## src/rtl/fft5_pkg.sv

```systemverilog
// Shared constants for the 8-point FFT datapath: widths, Q7 rounding and the twiddle table.
// Also provides the round-half-up / saturate helper used by the complex multiplier.
package fft5_pkg;

  localparam int SW      = 12;
  localparam int TWW     = 12;
  localparam int QSHIFT  = 7;
  localparam int ROUND_C = 64;
  localparam int FRAME   = 8;
  localparam int PW      = 24;
  localparam int SUMW    = 25;

  localparam logic signed [TWW-1:0] TW_RE [FRAME] = '{
    12'sd127, 12'sd90, 12'sd0, -12'sd90, -12'sd127, -12'sd90, 12'sd0, 12'sd90
  };
  localparam logic signed [TWW-1:0] TW_IM [FRAME] = '{
    12'sd0, -12'sd90, -12'sd127, -12'sd90, 12'sd0, 12'sd90, 12'sd127, 12'sd90
  };

  localparam logic signed [SUMW-1:0] SAT_MAX = SUMW'((1 << (SW - 1)) - 1);
  localparam logic signed [SUMW-1:0] SAT_MIN = SUMW'(-(1 << (SW - 1)));

  // Round half up (add half an LSB, arithmetic shift), then clamp to the sample range.
  function automatic logic signed [SW-1:0] round_sat(input logic signed [SUMW-1:0] s);
    logic signed [SUMW-1:0] r;
    r = (s + SUMW'(ROUND_C)) >>> QSHIFT;
    if (r > SAT_MAX) begin
      round_sat = SAT_MAX[SW-1:0];
    end else if (r < SAT_MIN) begin
      round_sat = SAT_MIN[SW-1:0];
    end else begin
      round_sat = r[SW-1:0];
    end
  endfunction

endpackage

```

## src/rtl/cmul_q7_5.sv

```systemverilog
// S2/S3 of the twiddle pipeline: four partial products, then sum, round and saturate.
// Both stages advance together on i_en; o_* are the block's output registers.
module cmul_q7_5
  import fft5_pkg::*;
(
  input  logic                 clk,
  input  logic                 rst,
  input  logic                 i_en,
  input  logic                 i_valid,
  input  logic                 i_last,
  input  logic signed [SW-1:0]  i_a_re,
  input  logic signed [SW-1:0]  i_a_im,
  input  logic signed [TWW-1:0] i_w_re,
  input  logic signed [TWW-1:0] i_w_im,
  output logic                 o_valid,
  output logic                 o_last,
  output logic signed [SW-1:0]  o_re,
  output logic signed [SW-1:0]  o_im
);

  logic                  r_s2_valid;
  logic                  r_s2_last;
  logic signed [PW-1:0]   r_p_rr;
  logic signed [PW-1:0]   r_p_ii;
  logic signed [PW-1:0]   r_p_ri;
  logic signed [PW-1:0]   r_p_ir;
  logic signed [SUMW-1:0] w_sum_re;
  logic signed [SUMW-1:0] w_sum_im;

  assign w_sum_re = SUMW'(r_p_rr) - SUMW'(r_p_ii);
  assign w_sum_im = SUMW'(r_p_ri) + SUMW'(r_p_ir);

  always_ff @(posedge clk) begin
    if (rst) begin
      r_s2_valid <= 1'b0;
      r_s2_last  <= 1'b0;
      r_p_rr     <= '0;
      r_p_ii     <= '0;
      r_p_ri     <= '0;
      r_p_ir     <= '0;
      o_valid    <= 1'b0;
      o_last     <= 1'b0;
      o_re       <= '0;
      o_im       <= '0;
    end else if (i_en) begin
      r_s2_valid <= i_valid;
      r_s2_last  <= i_last;
      r_p_rr     <= PW'(i_a_re) * PW'(i_w_re);
      r_p_ii     <= PW'(i_a_im) * PW'(i_w_im);
      r_p_ri     <= PW'(i_a_re) * PW'(i_w_im);
      r_p_ir     <= PW'(i_a_im) * PW'(i_w_re);
      o_valid    <= r_s2_valid;
      o_last     <= r_s2_last;
      o_re       <= round_sat(w_sum_re);
      o_im       <= round_sat(w_sum_im);
    end
  end

endmodule

```

## src/rtl/twiddle_apply_5.sv

```systemverilog
// Streaming twiddle multiplier: sample counter, twiddle index accumulator, S1 lookup and handshake.
// Build option TWIDDLE_CONJ_EN selects conjugate twiddles (inverse-FFT direction).
module twiddle_apply_5
  import fft5_pkg::*;
#(
  parameter int unsigned STRIDE = 1
) (
  input  logic                clk,
  input  logic                rst,
  input  logic                in_valid,
  output logic                in_ready,
  input  logic signed [SW-1:0] in_re,
  input  logic signed [SW-1:0] in_im,
  input  logic                in_last,
  output logic                out_valid,
  input  logic                out_ready,
  output logic signed [SW-1:0] out_re,
  output logic signed [SW-1:0] out_im,
  output logic                out_last,
  output logic                frame_err
);

  // Handshake: a transfer happens on a rising edge where valid && ready. The whole pipeline
  // moves only on advance (output register empty or being taken), so in_ready == advance.
  logic                 w_advance;
  logic                 w_accept;
  logic                 w_out_valid;
  logic [2:0]           r_k;
  logic [2:0]           r_idx;
  logic                 r_frame_err;
  logic                 r_s1_valid;
  logic                 r_s1_last;
  logic signed [SW-1:0]  r_s1_re;
  logic signed [SW-1:0]  r_s1_im;
  logic signed [TWW-1:0] r_s1_wre;
  logic signed [TWW-1:0] r_s1_wim;

  assign w_advance = !w_out_valid || out_ready;
  assign in_ready  = w_advance && !rst;
  assign w_accept  = in_valid && in_ready;
  assign out_valid = w_out_valid;
  assign frame_err = r_frame_err;

  // A frame ends either on in_last or on wrapping past k=7; both restart k and the index at 0.
  always_ff @(posedge clk) begin
    if (rst) begin
      r_k         <= '0;
      r_idx       <= '0;
      r_frame_err <= 1'b0;
    end else if (w_accept) begin
      if (in_last || (r_k == 3'd7)) begin
        r_k   <= '0;
        r_idx <= '0;
      end else begin
        r_k   <= r_k + 3'd1;
        r_idx <= r_idx + 3'(STRIDE);
      end
      if (in_last != (r_k == 3'd7)) begin
        r_frame_err <= 1'b1;
      end
    end
  end

  always_ff @(posedge clk) begin
    if (rst) begin
      r_s1_valid <= 1'b0;
      r_s1_last  <= 1'b0;
      r_s1_re    <= '0;
      r_s1_im    <= '0;
      r_s1_wre   <= '0;
      r_s1_wim   <= '0;
    end else if (w_advance) begin
      r_s1_valid <= w_accept;
      r_s1_last  <= in_last;
      r_s1_re    <= in_re;
      r_s1_im    <= in_im;
      r_s1_wre   <= TW_RE[r_idx];
`ifdef TWIDDLE_CONJ_EN
      r_s1_wim   <= -TW_IM[r_idx];
`else
      r_s1_wim   <= TW_IM[r_idx];
`endif
    end
  end

  cmul_q7_5 u_cmul (
    .clk     (clk),
    .rst     (rst),
    .i_en    (w_advance),
    .i_valid (r_s1_valid),
    .i_last  (r_s1_last),
    .i_a_re  (r_s1_re),
    .i_a_im  (r_s1_im),
    .i_w_re  (r_s1_wre),
    .i_w_im  (r_s1_wim),
    .o_valid (w_out_valid),
    .o_last  (out_last),
    .o_re    (out_re),
    .o_im    (out_im)
  );

endmodule

```

## config.mk

```make
export PLATFORM = sky130hd
export DESIGN_NAME = twiddle_apply_5
export DESIGN_NICKNAME = d
export VERILOG_FILES = /design/src/rtl/fft5_pkg.sv /design/src/rtl/cmul_q7_5.sv /design/src/rtl/twiddle_apply_5.sv
export SDC_FILE = /design/constraint.sdc
export NUM_CORES = 2
export LEC_CHECK = 0
export BUFFER_PORTS_ARGS = -buffer_cell sky130_fd_sc_hd__buf_2
export CAP_MARGIN = 25
export CELL_PAD_IN_SITES_DETAIL_PLACEMENT = 0
export CELL_PAD_IN_SITES_GLOBAL_PLACEMENT = 2
export CORE_MARGIN = 2
export CORE_UTILIZATION = 38
export CTS_CLUSTER_SIZE = 28
export DETAILED_ROUTE_END_ITERATION = 8
export PLACE_DENSITY_LB_ADDON = 0.1
export SLEW_MARGIN = 20
export SYNTH_ARGS = -nofsm -noshare
export SYNTH_HDL_FRONTEND = slang
export SYNTH_HIERARCHICAL = 1
export SYNTH_SLANG_ARGS = --single-unit
```

## constraint.sdc

```tcl
create_clock -name clk -period 5.7 [get_ports clk]
set_clock_uncertainty 0.2 [all_clocks]
set_input_delay 1.14 -clock clk [delete_from_list [all_inputs] [get_ports clk]]
set_output_delay 1.14 -clock clk [all_outputs]
set_load 0.01 [all_outputs]
```

==> results.md <==
- Status: complete, but fails checks
- Violated checks: setup timing
- Share of post-route cells with drive strength above 1: 17.13%
- Final cell count without fillers: 4,771
- Post-synth EDFFs: 0
- Initial Utilization: about two fifths
- Seq/Total Area, Yosys: 11.18%
- Die area: roughly 81,000 µm²
- # fillers: 7,577
- Initial antenna violation count: 2
- CTS tree: done
- CTS root buf: clkbuf_16
- Crit start category: register
- Hold-fix buffers at CTS: 0
- Crit Path Class: register to register
- Main synth FF type: dfxtp_1
- Slew Viols, Final: 0
- Syn Inst Count: 3,417
- Syn Area/Cell: 8.753 µm²
- Yosys reg bits: between 150 and 200
- Avg WL per Cell: 16.94 µm
- Switching power: 3.532 mW
- Ranking of synthesized cells by area: fa_1 (37%), ha_1 (13%), dfxtp_1 (11%)
- Vias in the first global route: 24,350
- Worst-Margin Slew: about 0.72 ns
- Grt total ovfl: 0
- Hold crit path type: register to register
- Worst EP arrival: 5.97 ns
- Final period util: 101.2%
- Clk slew on worst S/H paths: 0.08 ns
- # DRC: 0
- Max-cap violations: 0
- Post-DRT Antenna Nets: 0
- Worst Setup Slack, final: -0.07105 ns
- Synth top area share: 36.95%
- Core Rows: 102
- Min cycle time layout: 5.771 ns
- Area of the multi-input gates: 24,100 µm²
- Via density: around 4.7
- Dpl cells: 4,697
- Clk pwr share: ~16%
- Maximum VDD drop: 235.2 µV
- Distinct cells, synth: 73
- Drt total wl: 80,820 µm
- GR Util All Layers: between 20% and 30%
- Fmax: between 150 and 200 MHz
- TritonCTS buffer count: 17
- CTS sink cnt: ~170
- Synth Cell Area: about 30,000 µm²
- Syn_nets: 4,300
- Setup violations, final: 2
- Async SR Flop Fraction: 0%
- Final GP Congestion: approximately 0.82
- Core Region: a little under 80,000 µm²
- CP required: 5.90 ns
- Ys Warns: 6
- I/O Buffers: 56
- Endpoints failing hold: 0
- Leak: ~19 nW
- HPWL Detailed: approximately 67,000 µm
- Die Height: 284.6 µm
- Longest Clk Path Bufs: 2
- Register Area: 3402 µm²
- DRT iter0 DRCs: 944
- Layout area overhead: 19.91%
- Die X-Extent: 284.6 µm
- RSZ-0062 raised after global routing: true
- Switch share: 45.79%
- Power, Total: 7.713 mW
- Nets@finish: 4,601
- CP Max Fanout: 10
- Part of the power in registers: 21.1%
- Via count: 22,620
- Crit path capture type: register
- First-pass GRT wire length: ~130,000 µm
- Slew HR: 51.85%
- Clk_lat worst skew: 0.50 ns
- Cell Pwr Density: 215.0 nW/µm²
- Internal power: 4.181 mW
- Largest net degree at the start of global routing: 95
- Synth area leader: fa_1
- Comb power frac: a little over three fifths
- Drt pass-1 iters: 5
- H-Tree Depth: 4
- IO Count: between 50 and 60
metrics by stage:
| stage | TNS, ns | hold slack [ns] | cell area (µm²) | utilization (%) | worst slack, ns |
|---|---|---|---|---|---|
| after floorplan | -0.06743 | 0.2315 | 29940 | - | -0.06743 |
| after global routing | -1.391 | 0.2900 | 35860 | 46.14 | -0.3280 |
| after global placement | -2.891 | 0.2500 | 33770 | 43.45 | -0.3199 |
| final | -0.09063 | 0.2674 | 35870 | 46.15 | -0.07105 |
| after detailed placement | -3.647 | 0.2543 | 33770 | 43.45 | -0.3580 |
| after CTS | -0.1410 | 0.2651 | 34790 | 44.76 | -0.09213 |
layout by cell type (no fill, tap or decap), drive strengths merged, types with 4 or more instances in the layout:
master / n
o21bai: 6
nor3: 36
nand3: 20
xor2: 28
nand2: 488
a21boi: 5
fa: 552
a21oi: 102
nor2: 221
o211ai: 13
xnor2: 85
o21ai: 62
or3: 12
buf: 422
and2: 178
or4: 5
nand4: 14
o31ai: 7
nand2b: 22
a211oi: 33
ha: 302
clkbuf: 25
a21o: 21
clkinv: 5
o21a: 16
nor2b: 26
dfxtp: 167
o41ai: 4
inv: 706
and3: 12
a31oi: 16
mux2i: 73
cell families after synthesis:
group	synth area share, %
flops	11.18
buf+inv	10.78
simple gates	15.82
xor+xnor	3.309
compound gates	6.856
mux	2.481
fa+ha+maj	49.58
what timing repair did:
| action | CTS | global route |
|---|---|---|
| resized for setup | 101 | 172 |
| pin swaps | 44 | 88 |
| cloned | 1 | 6 |
| endpoints found under the setup margin | 24 | 29 |
| setup buffers | 14 | 26 |
metal layers:
metal	share of wire, %	global-route usage (%)	wire length (µm)
met5	0	0	0
met4	1.5	4.342	1240
met1	46	27.33	37030
met3	2.5	1.870	2003
met2	50	35.59	40550
state kept, by name, indices dropped and copies added (netlist names):
register,count
u_cmul/r_s2_valid,1
u_cmul/r_p_ri,24
r_s1_re,12
r_s1_im,12
u_cmul/r_p_ii,24
r_s1_wim,5
u_cmul/r_p_rr,24
r_s1_last,1
u_cmul/r_p_ir,24
u_cmul/o_last,1
u_cmul/o_im,12
u_cmul/r_s2_last,1
r_idx,3
u_cmul/o_re,12
r_k,3
frame_err,1
r_s1_wre,5
u_cmul/o_valid,1
r_s1_valid,1
worst max-delay path: stages, from the launching register on:
cell	delay [ns]
dfxtp_2	0.35
buf_6	0.15
nand2_1	0.12
inv_1	0.09
fa_1	0.48
inv_1	0.04
fa_1	0.46
fa_1	0.52
inv_1	0.06
fa_1	0.53
inv_1	0.05
fa_1	0.47
inv_1	0.04
ha_2	0.26
or2_4	0.25
a21o_1	0.21
o31ai_4	0.07
o211ai_1	0.14
a31oi_1	0.23
nor2b_1	0.07
o21a_1	0.19
o41a_1	0.33
xnor2_1	0.14
a211oi_1	0.22
layout make-up:
cell class	instances	area share (%)
inverters	700	7.361
flip-flops and latches	167	9.485
well taps	1040	3.628
clock inverters	12	0.2965
multi-input cells	2404	67.20
repair buffers	428	10.76
clock buffers	19	1.263
diodes	1	0.006977
final timing paths:
kind / startpoint / slack [ns] / endpoint / cells past startpoint
max: r_s1_wre[0] / -0.07 / u_cmul/r_p_rr[23] / 23
min: r_s1_valid / 0.27 / r_s1_valid / 2
max reg2reg: r_s1_wre[0] / -0.07 / u_cmul/r_p_rr[23] / 23
min reg2reg: r_s1_valid / 0.27 / r_s1_valid / 2
power by group through the flow:
stage / combinational [mW] / clock (mW) / sequential, mW
4_1_cts: 4.75 / 1.27 / 1.65
6_report: 4.85 / 1.23 / 1.63
3_3_place_gp: 4.58 / 0 / 1.67
2_1_floorplan: 3.10 / 0 / 1.59
3_5_place_dp: 4.62 / 0 / 1.67
5_1_grt: 5.43 / 1.31 / 1.66
synth_stat cells, types with 50 or more instances:
| cell type | n |
|---|---|
| a21oi_1 | 102 |
| and2_1 | 178 |
| clkbuf_1 | 122 |
| dfxtp_1 | 167 |
| fa_1 | 552 |
| ha_1 | 302 |
| inv_1 | 695 |
| mux2i_1 | 73 |
| nand2_1 | 488 |
| nor2_1 | 220 |
| o21ai_0 | 50 |
| xnor2_1 | 85 |
(Power assumes the default switching activity.)
